[src/rtl/iopage_pkg.sv]
// Shared definitions for the I/O-page initiator: FSM encoding, page match,
// interrupt vector width, access counter width and write-lane steering.
// Optional build macro used by the top level: IOPAGE_WAIT_EN.
package iopage_pkg;

    localparam logic [1:0] S_IDLE   = 2'd0;
    localparam logic [1:0] S_SETUP  = 2'd1;
    localparam logic [1:0] S_ACCESS = 2'd2;
    localparam logic [1:0] S_RESP   = 2'd3;

    localparam logic [2:0] IOPAGE_HI = 3'b111;
    localparam int         VEC_W     = 8;
    localparam int         CNT_W     = 5;

    // A byte written at an odd address travels on the high lane, so the low
    // byte is mirrored onto both halves of the device data bus.
    function automatic logic [15:0] lane_wdata(input logic byte_op, input logic odd,
                                               input logic [15:0] wdata);
        return (byte_op && odd) ? {wdata[7:0], wdata[7:0]} : wdata;
    endfunction

endpackage

[src/rtl/iopage_master_if.sv]
// CPU-side request/response bus of the I/O-page initiator.
interface iopage_master_if;
    logic        bus_req;
    logic        bus_wr;
    logic        bus_byte;
    logic [15:0] bus_addr;
    logic [15:0] bus_wdata;
    logic [15:0] bus_rdata;
    logic        bus_ack;
    logic        bus_nxm;

    modport master (output bus_req, bus_wr, bus_byte, bus_addr, bus_wdata,
                    input  bus_rdata, bus_ack, bus_nxm);
    modport slave  (input  bus_req, bus_wr, bus_byte, bus_addr, bus_wdata,
                    output bus_rdata, bus_ack, bus_nxm);
endinterface

[src/rtl/iopage_master_int_arb.sv]
// Fixed-priority interrupt arbiter: lowest index wins, vector and one-hot
// acknowledge are registered on the CPU acknowledge pulse.
module int_arb
    import iopage_pkg::*;
#(
    parameter int NDEV = 4
) (
    input  logic                  clk,
    input  logic                  reset,
    input  logic [NDEV-1:0]       int_req,
    input  logic [VEC_W*NDEV-1:0] int_vec,
    input  logic                  int_ack,
    output logic                  int_pending,
    output logic [VEC_W-1:0]      int_vector,
    output logic [NDEV-1:0]       int_ack_dev
);

    logic [NDEV-1:0]  win;
    logic [VEC_W-1:0] win_vec;

    assign int_pending = |int_req;

    // Priority encode: scan from the top so the lowest asserted index is left standing.
    always_comb begin
        win     = '0;
        win_vec = '0;
        for (int i = NDEV - 1; i >= 0; i--) begin
            if (int_req[i]) begin
                win     = '0;
                win[i]  = 1'b1;
                win_vec = int_vec[i*VEC_W +: VEC_W];
            end
        end
    end

    // Capture the winner on acknowledge; the device pulse lasts exactly one cycle.
    always_ff @(posedge clk or posedge reset) begin
        if (reset) begin
            int_vector  <= '0;
            int_ack_dev <= '0;
        end else begin
            int_ack_dev <= int_ack ? win : '0;
            if (int_ack) int_vector <= win_vec;
        end
    end

endmodule

[src/rtl/iopage_master.sv]
// CPU-side initiator for the I/O-page register bus: sequences single reads and
// writes to the device responders, reports NXM, and hosts the interrupt arbiter.
// Build macro IOPAGE_WAIT_EN: lets devices stretch ACCESS via iopage_wait, with
// a TIMEOUT-cycle limit that ends the access as NXM.
module iopage_master
    import iopage_pkg::*;
#(
    parameter int WAIT_STATES = 1,
    parameter int NDEV        = 4,
    parameter int TIMEOUT     = 16
) (
    input  logic                  clk,
    input  logic                  reset,
    iopage_master_if.slave        bus,
    output logic [12:0]           iopage_addr,
    output logic                  iopage_rd,
    output logic                  iopage_wr,
    output logic                  iopage_byte_op,
    output logic [15:0]           iopage_wdata,
    input  logic [15:0]           iopage_rdata,
    input  logic                  iopage_decode,
    input  logic                  iopage_wait,
    input  logic [NDEV-1:0]       int_req,
    input  logic [VEC_W*NDEV-1:0] int_vec,
    output logic                  int_pending,
    input  logic                  int_ack,
    output logic [VEC_W-1:0]      int_vector,
    output logic [NDEV-1:0]       int_ack_dev
);

    localparam logic [CNT_W-1:0] RD_LAST = CNT_W'(WAIT_STATES);

    logic [1:0]       state;
    logic             wr_q;
    logic             nxm_q;
    logic [CNT_W-1:0] cnt;
    logic [CNT_W-1:0] acc_last;
    logic             acc_done;
    logic             acc_tmo;
    logic [15:0]      rdata_q;

    // Writes strobe for a single cycle; reads hold for WAIT_STATES+1 cycles.
    assign acc_last = wr_q ? '0 : RD_LAST;

`ifdef IOPAGE_WAIT_EN
    localparam logic [CNT_W-1:0] TO_LAST = CNT_W'(TIMEOUT - 1);

    // Finish once the minimum length is met and the device stops stretching.
    always_comb begin
        acc_done = (cnt >= acc_last) && !iopage_wait;
        acc_tmo  = !acc_done && (cnt == TO_LAST);
    end
`else
    logic unused_wait;
    assign unused_wait = iopage_wait | (TIMEOUT == 0);

    // Fixed access length; device stretch requests are not honoured.
    always_comb begin
        acc_done = (cnt == acc_last);
        acc_tmo  = 1'b0;
    end
`endif

    // Access sequencer. Out-of-page requests still spend one cycle in SETUP and
    // a decode miss occupies the ACCESS slot with strobes suppressed, so NXM is
    // acknowledged 2 and 3 cycles after the request respectively.
    always_ff @(posedge clk or posedge reset) begin
        if (reset) begin
            state          <= S_IDLE;
            wr_q           <= 1'b0;
            nxm_q          <= 1'b0;
            cnt            <= '0;
            rdata_q        <= '0;
            iopage_addr    <= '0;
            iopage_byte_op <= 1'b0;
            iopage_wdata   <= '0;
        end else begin
            case (state)
                S_IDLE: begin
                    if (bus.bus_req) begin
                        iopage_addr    <= bus.bus_addr[12:0];
                        iopage_byte_op <= bus.bus_byte;
                        iopage_wdata   <= lane_wdata(bus.bus_byte, bus.bus_addr[0], bus.bus_wdata);
                        wr_q           <= bus.bus_wr;
                        nxm_q          <= (bus.bus_addr[15:13] != IOPAGE_HI);
                        state          <= S_SETUP;
                    end
                end
                S_SETUP: begin
                    cnt <= '0;
                    if (nxm_q) begin
                        state <= S_RESP;
                    end else begin
                        nxm_q <= !iopage_decode;
                        state <= S_ACCESS;
                    end
                end
                S_ACCESS: begin
                    if (nxm_q || acc_done) begin
                        if (!nxm_q && !wr_q) rdata_q <= iopage_rdata;
                        state <= S_RESP;
                    end else if (acc_tmo) begin
                        nxm_q <= 1'b1;
                        state <= S_RESP;
                    end else begin
                        cnt <= cnt + 1'b1;
                    end
                end
                default: state <= S_IDLE;
            endcase
        end
    end

    assign iopage_rd     = (state == S_ACCESS) && !wr_q && !nxm_q;
    assign iopage_wr     = (state == S_ACCESS) &&  wr_q && !nxm_q;
    assign bus.bus_ack   = (state == S_RESP);
    assign bus.bus_nxm   = (state == S_RESP) && nxm_q;
    assign bus.bus_rdata = rdata_q;

    int_arb #(.NDEV(NDEV)) u_int_arb (
        .clk         (clk),
        .reset       (reset),
        .int_req     (int_req),
        .int_vec     (int_vec),
        .int_ack     (int_ack),
        .int_pending (int_pending),
        .int_vector  (int_vector),
        .int_ack_dev (int_ack_dev)
    );

endmodule

[src/flat_wrapper.sv]
// flat-port wrapper written by rule: the top's interface ports become plain ports
module iopage_master_flat import iopage_pkg::*;
#(
    parameter int WAIT_STATES = 1,
    parameter int NDEV        = 4,
    parameter int TIMEOUT     = 16
)
  (clk, reset, iopage_addr, iopage_rd, iopage_wr, iopage_byte_op, iopage_wdata, iopage_rdata, iopage_decode, iopage_wait, int_req, int_vec, int_pending, int_ack, int_vector, int_ack_dev, bus_bus_req, bus_bus_wr, bus_bus_byte, bus_bus_addr, bus_bus_wdata, bus_bus_rdata, bus_bus_ack, bus_bus_nxm);
  iopage_master_if bus_i ();
  input  logic clk;
  input  logic reset;
  output logic [12:0] iopage_addr;
  output logic iopage_rd;
  output logic iopage_wr;
  output logic iopage_byte_op;
  output logic [15:0] iopage_wdata;
  input  logic [15:0] iopage_rdata;
  input  logic iopage_decode;
  input  logic iopage_wait;
  input  logic [NDEV-1:0] int_req;
  input  logic [VEC_W*NDEV-1:0] int_vec;
  output logic int_pending;
  input  logic int_ack;
  output logic [VEC_W-1:0] int_vector;
  output logic [NDEV-1:0] int_ack_dev;
  input wire logic [$bits(bus_i.bus_req)-1:0] bus_bus_req;
  input wire logic [$bits(bus_i.bus_wr)-1:0] bus_bus_wr;
  input wire logic [$bits(bus_i.bus_byte)-1:0] bus_bus_byte;
  input wire logic [$bits(bus_i.bus_addr)-1:0] bus_bus_addr;
  input wire logic [$bits(bus_i.bus_wdata)-1:0] bus_bus_wdata;
  output wire logic [$bits(bus_i.bus_rdata)-1:0] bus_bus_rdata;
  output wire logic [$bits(bus_i.bus_ack)-1:0] bus_bus_ack;
  output wire logic [$bits(bus_i.bus_nxm)-1:0] bus_bus_nxm;
  assign bus_i.bus_req = bus_bus_req;
  assign bus_i.bus_wr = bus_bus_wr;
  assign bus_i.bus_byte = bus_bus_byte;
  assign bus_i.bus_addr = bus_bus_addr;
  assign bus_i.bus_wdata = bus_bus_wdata;
  assign bus_bus_rdata = bus_i.bus_rdata;
  assign bus_bus_ack = bus_i.bus_ack;
  assign bus_bus_nxm = bus_i.bus_nxm;
  iopage_master #(.WAIT_STATES(WAIT_STATES), .NDEV(NDEV), .TIMEOUT(TIMEOUT)) u_core (.clk(clk), .reset(reset), .bus(bus_i), .iopage_addr(iopage_addr), .iopage_rd(iopage_rd), .iopage_wr(iopage_wr), .iopage_byte_op(iopage_byte_op), .iopage_wdata(iopage_wdata), .iopage_rdata(iopage_rdata), .iopage_decode(iopage_decode), .iopage_wait(iopage_wait), .int_req(int_req), .int_vec(int_vec), .int_pending(int_pending), .int_ack(int_ack), .int_vector(int_vector), .int_ack_dev(int_ack_dev));
endmodule
[config.mk]
export PLATFORM = sky130hd
export DESIGN_NAME = iopage_master_flat
export DESIGN_NICKNAME = d
export VERILOG_FILES = /design/src/rtl/iopage_pkg.sv /design/src/rtl/iopage_master_if.sv /design/src/rtl/iopage_master_int_arb.sv /design/src/rtl/iopage_master.sv /design/src/flat_wrapper.sv
export SDC_FILE = /design/constraint.sdc
export NUM_CORES = 1
export LEC_CHECK = 0
export CAP_MARGIN = 20
export CORE_ASPECT_RATIO = 1.75
export CORE_MARGIN = 8
export CORE_UTILIZATION = 40
export CTS_CLUSTER_SIZE = 10
export DETAILED_ROUTE_END_ITERATION = 12
export PLACE_DENSITY = 0.89
export SYNTH_ARGS = -nofsm -noshare
export SYNTH_HDL_FRONTEND = slang
export SYNTH_SLANG_ARGS = --single-unit
export TNS_END_PERCENT = 20
[constraint.sdc]
create_clock -name clk -period 2.45 [get_ports clk]
set_input_delay 0.6125 -clock clk [delete_from_list [all_inputs] [get_ports clk]]
set_output_delay 0.6125 -clock clk [all_outputs]
set_load 0.02 [all_outputs]
# Yosys cells after proc, flatten, opt, wreduce, memory -nomap -nowiden
# Index checks and enable logic that the tools add are counted.
# word_totals
reg_bits	67
word_cells	59
inputBits	92
# op_classes
n_reduce_logical	20
mux	20
n_addsub	1
n_eq_ne	8
# op_table
cell	n
8-bit 2-to-1 mux	4
4-bit 2-to-1 mux	5
16-bit 2-to-1 mux	1
5-bit one-hot mux with 2 select lines	1
2-bit AND reduction	4
1-bit logical AND	7
2-bit one-hot mux with 3 select lines	1
5-bit by 1-bit adder with 5-bit output, second input constant	1
5-bit equality test	1
5-bit 2-to-1 mux	1
2-bit equality test, second input constant	2
1-bit 2-to-1 mux	4
2-bit 2-to-1 mux	2
2-bit inequality test, second input constant	2
2-bit nonzero test	2
4-bit OR reduction	1
1-bit zero test	3
3-bit inequality test, second input constant	1
3-bit AND reduction	1
2-bit by 1-bit equality test with 1-bit output, second input constant	1
2-bit zero test	1
2-bit by 1-bit inequality test with 1-bit output, second input constant	1
1-bit one-hot mux with 2 select lines	1
1-bit logical OR	1

# Longest topological paths before layout
# Gate-level depths: netlist (run 1).
# logic_depth
ltp_word	5
ltp_mapped	7
depth_no_buf	6

# Hierarchy
# From an unflattened synthesis (run 1), not the netlist that was laid out.
# unflattened
hier_cells	247
hier_area_um2	3078.0
# by_module_without_submodules
mod	n_inst	cells_each	area_per_inst_um2
iopage_master	1	174	2396.0
int_arb	1	73	681.9

# Worst setup path after synthesis (run 1)
# Ideal clock, no wire load.
# synth_path
kind	input -> output
startpoint	in int_req[2]
endpoint	out int_pending
required_ns	1.837
t_arrival_ns	1.405
path_slack_ns	0.432
stages	2
path_cell_list	clkbuf_1 > or4_1
# synth_between
elab_chain_cells	1
# synth_lines
item	line_no	text
start: declaration	flat_wrapper.sv:20	input logic [NDEV-1:0] int_req;
4-bit OR reduction	iopage_master_int_arb.sv:21	assign int_pending = |int_req;
end: declaration	flat_wrapper.sv:22	output logic int_pending;
# Every way passes these cells.

# Worst setup path in the final report (run 1)
# layout_path
startpoint	in int_req[3]
endpoint	out int_pending
# Same word-level chain as after synthesis.

==> impl_metrics.toml, run 1 <==
[critical_path]
path_max_fanout = 2
start_kind = "primary input"
required_ps = 1840
endpoint_kind = "output pin"
worstSetupPathType = "in -> out"
arrival_ps = 1720

[die]
core_um2 = 7462
fp.dieW_um = 81.84
io_pins = 155
die_area_um2 = 10740
std_cell_rows = 42
dieHeight_um = 131.2
initial_core_util = 0.4066

[pwr]
swShare = 0.3339
clkPwrFrac = 0.222
ir_drop_mv = 0.5017
power.density_nw_per_um2 = 1113
internal_power_w = 0.003697
power.switching_w = 0.001853
power.leakage_nw = 2.196
seq_power_share = 0.326
combPwrFrac = 0.451

[yosys]
synthArstFlopShare = 1.000
ys_seq_elements = 67
synth_edf_count = 0
synth.net_count = 340
ys_warn_count = 0
yosysSeqAreaShare = 0.5526
syn_inst = 242
yosysUniqueCellTypes = 35
synth_top_area_share = 0.5526
netlist_area_um2 = 3034
synth_top_area_cell = "dfrtp_1"
avgSynthCellArea_um2 = 12.54
ys.flop_type = "dfrtp_1"
synthTopCellsByArea = "dfrtp_1 55%, mux2_2 12%, mux2_4 4.9%"

[timing]
drv_slew = 0
max_slew.worst_pin.slew_ps = 627.2
min_period_over_period = 0.9510
rsz0062_at_grt = "false"
tns_ps = 0
setup_violations = 0
max_freq_mhz = 429.2
finalHoldViolations = 0
relSlewSlack = 0.5810
period_minus_slack_ps = 2330
clock-skew-final_ps = 8.313

[clocking]
cts_buffers = 9
cts-root-buf = "clkbuf_16"
postCtsHoldBufs = 0
clock_latency_ps = 320
postCtsSetupBuffers = 0
cts_buffer_depth = 2
clk_pin_slew_ps = 50
clkSinkCount = 67
h-tree-depth = 3
cts-resized-gates = 7
cts_tree = "yes"

[grt]
use_met1 = 0.1614
grt_max_degree = 68
grt_pass1_vias = 2785
overflow = 0
use_met2 = 0.3180
gr-usage-met3 = 0.05055
antenna_found_initial = 0
grt_pass1_wl_um = 14150
grt_usage = 0.1723
top_usage_layer = "met2"

[layout]
drive_above_1_share = 0.1794
n_antenna_cell = 0
final_common_cell = "clkdlybuf4s50_1"
area_growth_pct = 64.41
fin_nets = 502
most-common-layout-cells = "150 x clkdlybuf4s50_1, 67 x dfrtp_1, 31 x mux2_2, 22 x nand2_1, 14 x o21ai_0"
finish.utilization = 0.6685

[status]
outcome = "completed"

[placement]
globalplace.congestion = 0.7686
dp_hpwl_um = 7234
numPortBuffers = 153

[run]
max_cap_viol_count = 0

[detailed_routing]
drc = 0
vias_per_cell = 5.040
routed_wl_um = 9121
via_count = 2495
drtIter0Drc = 55
detail_route.first_pass.iterations = 4
ant_nets = 0
wire_per_inst_um = 18.43

[hold_path]
hp-class = "reg -> reg"
per-stage QoR:
stage / total power, W / cells / instance area (µm²) / hold slack (ps) / worst slack, ps
final: 0.005551 / 495 / 4989 / 475.1 / 120.1
after global routing: 0.005843 / 495 / 4989 / 510.4 / 83.82
after CTS: 0.005617 / 495 / 5001 / 481.1 / 12.46
after detailed placement: 0.004357 / 481 / 4716 / 469.6 / -266.1
after global placement: 0.004261 / 481 / 4716 / 462.8 / -259.9
after floorplan: 0.003097 / 242 / 3034 / 514.3 / 154.3
power by group through the flow:
stage / clock network [W] / registers, W / logic (W)
2_1_floorplan: 0 / 0.00230 / 0.000800
3_3_place_gp: 0 / 0.00179 / 0.00247
5_1_grt: 0.00132 / 0.00187 / 0.00265
4_1_cts: 0.00126 / 0.00181 / 0.00254
3_5_place_dp: 0 / 0.00183 / 0.00253
6_report: 0.00123 / 0.00181 / 0.00250
critical path, cell delays in order:
cell and delay [ps]:
clkdlybuf4s50_1 420, or4_1 510, buf_2 170
final cells by class:
class | instances | area (µm²)
inverters | 4 | 15.01
well taps | 88 | 110.1
clock inverters | 3 | 40.04
clock buffers | 11 | 242.7
fillers | 571 | 2474
multi-input cells | 160 | 1295
repair buffers | 162 | 1609
flip-flops and latches | 67 | 1677
cell usage after synthesis (2+ instances only):
library cell  instances
a21o_1                5
a21oi_1               8
a22o_1                5
a22oi_1               9
and2_1                5
buf_2                 3
clkbuf_1              7
dfrtp_1              67
ha_1                  6
inv_1                 4
mux2_2               31
mux2_4               10
mux2i_1               9
nand2_1              22
nand2b_1              3
nand3_1               3
nand4_1               2
nor2_1                8
nor2b_1               4
o21a_1                2
o21ai_0              14
o311ai_0              2
metal layers:
layer | wire length [µm] | share of wire
met3 | 601 | 0.066
met5 | 0 | 0
met1 | 3093 | 0.34
met4 | 190 | 0.021
met2 | 5235 | 0.57
state kept, by name, summed over array words and instances, names as in the netlist:
register                      flops
u_core.iopage_wdata              16
u_core.wr_q                       1
u_core.bus.bus_rdata             16
u_core.cnt                        5
u_core.state                      2
u_core.u_int_arb.int_vector       8
u_core.nxm_q                      1
u_core.u_int_arb.int_ack_dev      4
u_core.iopage_addr               13
u_core.iopage_byte_op             1
cell families after synthesis:
logic type	after synthesis	synth area share
muxes	50	0.1942
DFF	67	0.5526
buffers and inverters	15	0.02227
xor gates and xnor gates	2	0.005774
and+or+nand+nor	54	0.09650
adders and majority gates	6	0.02474
AOI/OAI and AO/OA	48	0.1039
path summary, 6_finish.rpt:
kind | start | endpoint | slack, ps | cells after the start
min reg2reg | u_core.u_int_arb.int_vector[3]$_DFFE_PP0P_ | u_core.u_int_arb.int_vector[3]$_DFFE_PP0P_ | 480 | 1
min | u_core.u_int_arb.int_vector[3]$_DFFE_PP0P_ | u_core.u_int_arb.int_vector[3]$_DFFE_PP0P_ | 480 | 1
max in group asynchronous | reset | u_core.bus.bus_rdata[2]$_DFFE_PP0P_ | 1460 | 3
min in group asynchronous | reset | u_core.bus.bus_rdata[10]$_DFFE_PP0P_ | 680 | 3
max | int_req[3] | int_pending | 120 | 3
max reg2reg | u_core.state[0]$_DFFE_PP0P_ | u_core.bus.bus_rdata[7]$_DFFE_PP0P_ | 570 | 6
No activity file was read; power rests on OpenSTA's default activity.
==> inputs of run 2 (changes only) <==
CTS_CLUSTER_SIZE = 30   (was 10)
==> results of run 2 <==
The final DEF is identical to that of run 1; final timing and power are the same.
==> inputs of run 3 (changes only) <==
CTS_CLUSTER_DIAMETER = 40   (was not set)
==> results of run 3 <==
The final DEF is identical to that of run 1; final timing and power are the same.
==> variant (settings of run 2) <==
Add a define of `IOPAGE_WAIT_EN`.
--- a/src/rtl/iopage_master.sv
+++ b/src/rtl/iopage_master.sv
@@ -3,4 +3,6 @@
 // Build macro IOPAGE_WAIT_EN: lets devices stretch ACCESS via iopage_wait, with
 // a TIMEOUT-cycle limit that ends the access as NXM.
+`define IOPAGE_WAIT_EN
+
 module iopage_master
     import iopage_pkg::*;
Function: changed (a bounded check fails within 4 cycles, from zero or initial values and one cycle with reset high).
==> variant against run 2 <==
Count of clock-buffer cells in the layout up 4; final area up 2.8%; sequential cell count unchanged; worst setup slack worse by 0.062 ns; routed wire length up 3.7%; synthesized area up 4.4%; core utilization down 1.1 points; highest routed layer unchanged; critical endpoint unchanged; power up 4.5%.
==> variant: results (changes against run 2) <==
metric	value	unit	change
fillCellCount	596		was 571
cts_resized	6		was 7
outcome	finished, final reports clean		unchanged
r2r-end	u_core.state[0]$_DFFE_PP0P_		was u_core.bus.bus_rdata[7]$_DFFE_PP0P_
clk_share	5.71	%	was 5.67%
synth_common_cells	dfrtp_1 (67), mux2_2 (31), nand2_1 (23)		was dfrtp_1 (67), mux2_2 (31), nand2_1 (22)
seqPwrFrac	31.4	%	was 32.6%
fp-row-count	43		was 42
inverters_excl_clock	18		was 4
grt_first_pass_wirelength	15300	um	was 14100 um
place_ws	-0.306	ns	was -0.266 ns
multi_input_area	1350	sq um	was 1290 sq um
ys_seq_area_share	52.9	%	was 55.3%
rrSetupSlack	0.34	ns	was 0.57 ns
port_buffers	154		was 153
drt-initial-drc-count	98		was 55
dp.cells	504		was 481
dp_hpwl	7500	um	was 7230 um
power_density	1130	nW/um^2	was 1110 nW/um^2
postPlaceCellArea	4840	sq um	was 4720 sq um
multi_input_cells	165		was 160
vias_per_cell	5.20		was 5.04
synth_top_area_share	52.9	%	was 55.3%
hold_depth	2		was 1
synthTopCellsByArea	dfrtp_1 (53%), mux2_2 (11%), mux2_4 (4.7%)		was dfrtp_1 (55%), mux2_2 (12%), mux2_4 (4.9%)
holdWs	0.482	ns	was 0.475 ns
buf_share	31.9	%	was 32.3%
gp_congestion	0.837		was 0.769
hold_end	u_core.iopage_wdata[10]$_DFFE_PP0P_		was u_core.u_int_arb.int_vector[3]$_DFFE_PP0P_
layout-drive-gt1-share	16.7	%	was 17.9%
max_stage_delay	0.54	ns	was 0.51 ns
period_minus_slack	2.39	ns	was 2.33 ns
[variant: cell count changes in the layout (fill, tap and decap cells not counted), moves of 5 or more]
cell      before  now
inv_1          3   17
a211o_1        0    9
a22oi_1        9    1
a31oi_1        0    8
a21oi_1        8    1
a221oi_1       0    7
nor2_1         8   14
a21o_1         5    0
o21ai_0       14    9
[variant: routing by layer]
layer | up-vias | wire [um]
met2 | 102 | 5370
met3 | 28 | 637
met1 | 1310 | 3140
met4 | 0 | 316
met5 | - | 0
li1 | 1266 | -
[variant: logic make-up after synthesis]
| family | count (synthesis) | share of synthesized area, % |
|---|---|---|
| AOI/OAI and AO/OA | 47 | 11.0 |
| adders and majority gates | 8 | 3.16 |
| buffers and inverters | 32 | 4.58 |
| DFF | 67 | 52.9 |
| muxes | 50 | 18.6 |
| and+or+nand+nor | 60 | 9.68 |
[variant: tightest hold or removal path, stage by stage (launching register included)]
cell and delay (ns):
dfrtp_1 0.34, nand2_1 0.05, o21ai_0 0.06
